### src/rtl/pipe_stage.sv
// Two-entry skid-buffered pipeline register with registered in_ready, flush,
// bubble-forcing on the control bundle and a saturating back-pressure counter.
module pipe_stage #(
  parameter int DATA_W = 32,
  parameter int CTRL_W = 12,
  parameter int CNT_W  = 16
) (
  input  logic              clock,
  input  logic              reset,
  input  logic              in_valid,
  output logic              in_ready,
  input  logic [CTRL_W-1:0] in_ctrl,
  input  logic [DATA_W-1:0] in_data,
  input  logic              flush,
  output logic              out_valid,
  input  logic              out_ready,
  output logic [CTRL_W-1:0] out_ctrl,
  output logic [DATA_W-1:0] out_data,
  output logic [1:0]        occ,
  output logic [CNT_W-1:0]  stall_cnt
);

  typedef enum logic [1:0] {
    EMPTY = 2'd0,
    ONE   = 2'd1,
    TWO   = 2'd2
  } stateT;

  stateT             state, stateNext;
  logic [CTRL_W-1:0] mainCtrl, mainCtrlNext, skidCtrl, skidCtrlNext;
  logic [DATA_W-1:0] mainData, mainDataNext, skidData, skidDataNext;
  logic              inReady, inReadyNext;
  logic [CNT_W-1:0]  stallCnt, stallCntNext;
  logic              outValid, push, pop;

  assign outValid  = (state != EMPTY);
  assign push      = in_valid & inReady;
  assign pop       = outValid & out_ready;

  assign in_ready  = inReady;
  assign out_valid = outValid;
  // Control is masked so a drained or flushed stage injects a bubble downstream.
  assign out_ctrl  = outValid ? mainCtrl : '0;
  assign out_data  = mainData;
  // State encoding doubles as the occupancy count.
  assign occ       = state;
  assign stall_cnt = stallCnt;

  always_comb begin
    stateNext    = state;
    mainCtrlNext = mainCtrl;
    mainDataNext = mainData;
    skidCtrlNext = skidCtrl;
    skidDataNext = skidData;
    stallCntNext = stallCnt;

    if (outValid && !out_ready && (stallCnt != '1))
      stallCntNext = stallCnt + {{(CNT_W-1){1'b0}}, 1'b1};

    if (flush) begin
      stateNext = EMPTY;
    end else begin
      case (state)
        EMPTY: begin
          if (push) begin
            stateNext    = ONE;
            mainCtrlNext = in_ctrl;
            mainDataNext = in_data;
          end
        end
        ONE: begin
          if (push && pop) begin
            mainCtrlNext = in_ctrl;
            mainDataNext = in_data;
          end else if (push) begin
            stateNext    = TWO;
            skidCtrlNext = in_ctrl;
            skidDataNext = in_data;
          end else if (pop) begin
            stateNext = EMPTY;
          end
        end
        TWO: begin
          if (pop) begin
            stateNext    = ONE;
            mainCtrlNext = skidCtrl;
            mainDataNext = skidData;
          end
        end
        default: stateNext = EMPTY;
      endcase
    end

    inReadyNext = (stateNext != TWO);
  end

  always_ff @(posedge clock or posedge reset) begin
    if (reset) begin
      state    <= EMPTY;
      mainCtrl <= '0;
      mainData <= '0;
      skidCtrl <= '0;
      skidData <= '0;
      inReady  <= 1'b1;
      stallCnt <= '0;
    end else begin
      state    <= stateNext;
      mainCtrl <= mainCtrlNext;
      mainData <= mainDataNext;
      skidCtrl <= skidCtrlNext;
      skidData <= skidDataNext;
      inReady  <= inReadyNext;
      stallCnt <= stallCntNext;
    end
  end

endmodule

### config.mk
export PLATFORM = sky130hd
export DESIGN_NAME = pipe_stage
export DESIGN_NICKNAME = d
export VERILOG_FILES = /design/src/rtl/pipe_stage.sv
export SDC_FILE = /design/constraint.sdc
export NUM_CORES = 1
export LEC_CHECK = 0
export CAP_MARGIN = 20
export CELL_PAD_IN_SITES_DETAIL_PLACEMENT = 1
export CELL_PAD_IN_SITES_GLOBAL_PLACEMENT = 1
export CORE_ASPECT_RATIO = 0.75
export CORE_MARGIN = 2
export CORE_UTILIZATION = 41
export DETAILED_ROUTE_END_ITERATION = 8
export DONT_BUFFER_PORTS = 1
export PLACE_DENSITY_LB_ADDON = 0.05
export SLEW_MARGIN = 20
export SYNTH_ARGS = -nofsm -noshare
export SYNTH_HDL_FRONTEND = slang
export SYNTH_SLANG_ARGS = --single-unit
### constraint.sdc
create_clock -name clock -period 4.1 [get_ports clock]
set_input_delay 0.82 -clock clock [delete_from_list [all_inputs] [get_ports clock]]
set_output_delay 0.82 -clock clock [all_outputs]
set_load 0.01 [all_outputs]
==> metrics <==
Row Count 34; Routed Wire Length about 11000 µm; Slew Limit Headroom 0.3160; register area approximately 2700 µm²; number of global-route vias before repair around 3400; R2R Path End skidCtrl[9]; WP data required about 3.3 ns; endpoints failing hold 0; kind of critical path register to primary output; Post-Syn Instances around 430; Synth Register Bits between 100 and 150; Final HPWL DP ~7200 µm; FILL cells approximately 1300; residual DRC count 0; worst-skew pair later-pin latency between 0.3 and 0.4 ns; GRT Util Overall 0.1831; core area between 10000 and 15000 µm²; multi-input logic area 2067 µm²; top cells by count, synth nand2_1, dfrtp_1, mux2_2, mux2_1, nor2b_1; total congestion overflow 0; wire per inst 18.17 µm; reg2reg start occ[1]; placed inst area ~5000 µm²; drt pass-1 iters 4; Die W about 130 µm; PortBufs 0; P&R area growth vs syn 10.39%; mapped cell area 4851 µm²; root buf cell clkbuf_16; Slew @ Worst Pin between 1 and 1.5 ns; Synth area leader dfrtp_1; Die Area ~13000 µm²; outcome complete, no violations; WP data arrival between 1.5 and 2 ns; htree depth 3; EDFF count, synth 0; post-synthesis sequential area ratio 0.5522; die span in y 98.20 µm; Leak Pwr roughly 2.5 nW; Starting DRT DRC Count 138; gp weighted congestion between 0.7 and 0.8; most frequent cell after synthesis nand2_1; Ys Warns 0; Main synth FF type dfrtp_1; VDD IR max 226.1 µV; layout cells sized above 1 0.1922; clk_skew approximately 0.0052 ns; Synth area leaders dfrtp_1, mux2_2, nand2_1, mux2_1, nor2b_1; syn_area_per_cell 11.18 µm²; Worst Setup Start Kind register; initial antenna violation count 0; Antenna Nets Post-Route 0; Worst R2R Path Depth 4; fmax 0.4055 GHz; max-slew violation count 0; post-synth top area share 0.5468; IO Pins approximately 110; CTS sink count 107; pin count of the biggest net entering global routing 73; clock-pin slew on the worst setup and hold paths around 0.070 ns; Crit. End Element primary output; CTS tree done; worst slack, placed approximately 1.5 ns; Max FO, Critical Path 10; max cap viols 0; Resized cells post-CTS 0; worst hold path type register to register; Max Buffers Root-to-Sink 2; Distinct cells, synth 38; Final Core Density 0.4628; synthesized net count 484; setup slack after layout around 1.6 ns; n_diodes 0; Fin Setup TNS 0 ns; vias per cell about 5.2; DR vias about 3100; first-pass GRT wire length 18030 µm; layout net count 482; Hold Crit Start mainCtrl[0]; Power Density 534.8 nW/µm²; Tmin final about 2.5 ns; ys async rst share 1.000; cts hold-fix bufs 0; hold depth 1; post-CTS setup buffers 0; final setup fails 0; end point of the worst hold path mainCtrl[0]; FF-to-FF setup slack ~1.7 ns; RSZ-0062 raised after global routing no; Initial Util 0.4192; part of the cycle the worst path needs 0.6015; total CTS buffers 9; final instance area approximately 5400 µm²
[through the flow]
step                hold slack, ns  instances  total power, mW
finish                      0.4833        599            2.864
global route                0.5050        599            3.024
CTS                         0.4850        599            2.911
detailed placement          0.4686        583            1.946
global placement            0.4619        583            1.913
floorplan                   0.4495        434            1.824
[where the power goes]
group	switching (mW)	internal (mW)
Combinational	0.176	0.218
Sequential	0.212	1.31
Clock	0.381	0.568
Total	0.768	2.10
[cells by family after synthesis]
group           Yosys count  synth area share
xor+xnor                 13           0.02347
flops                   107            0.5522
simple gates            184            0.1666
fa+ha+maj                 1          0.002579
buf+inv                  26           0.02476
mux                      90            0.2097
compound gates           13           0.02063
[registers in the layout, summed over array words and instances (netlist names)]
name       cells
in_ready       1
mainCtrl      12
occ            2
out_data      32
skidCtrl      12
skidData      32
stall_cnt     16
[worst max-delay path: stages, from the launching register on]
cell and delay [ns]:
dfrtp_1 0.59, nor2_1 0.20, buf_4 0.22, nor2b_1 0.29
[layout by cell type, fill, tap and decap left out, types with 3 or more instances in the layout]
cell and instances:
nor2_1 7, buf_4 7, xor2_1 9, inv_1 4
a211oi_1 3, mux2_2 48, dfrtp_1 106, xnor2_1 4
mux2_1 41, clkbuf_16 9, nor3_1 6, nor2b_1 12
a21oi_1 3, nand3_1 5, nand2_1 138
[metal layers]
| layer | up-vias | GRT usage | wire length (µm) |
|---|---|---|---|
| li1 | 1426 | - | - |
| met1 | 1611 | 0.2464 | 4952 |
| met2 | 70 | 0.2839 | 5066 |
| met3 | 12 | 0.06082 | 723 |
| met4 | 0 | 0.05128 | 143 |
| met5 | - | 0 | 0 |
[worst max path at each step]
| stage | from | to | slack [ns] |
|---|---|---|---|
| after global routing | occ[0] | out_ctrl[6] | 1.45 |
| after detailed placement | in_valid | skidCtrl[9] | 1.48 |
| after CTS | occ[0] | out_ctrl[6] | 1.58 |
| after global placement | in_valid | skidData[12] | 1.52 |
| final | occ[0] | out_ctrl[6] | 1.63 |
| after floorplan | reset | mainCtrl[0] | 0.46 |
[area by class of cell]
type	instances	share of cell area
clock buffer	12	0.04790
timing repair buffer	7	0.009813
tap	162	0.03785
sequential	107	0.5002
multi-input combinational	301	0.3860
clock inverter	4	0.01355
inverter	6	0.004673
Note: power is estimated with default switching activity, not from simulation.
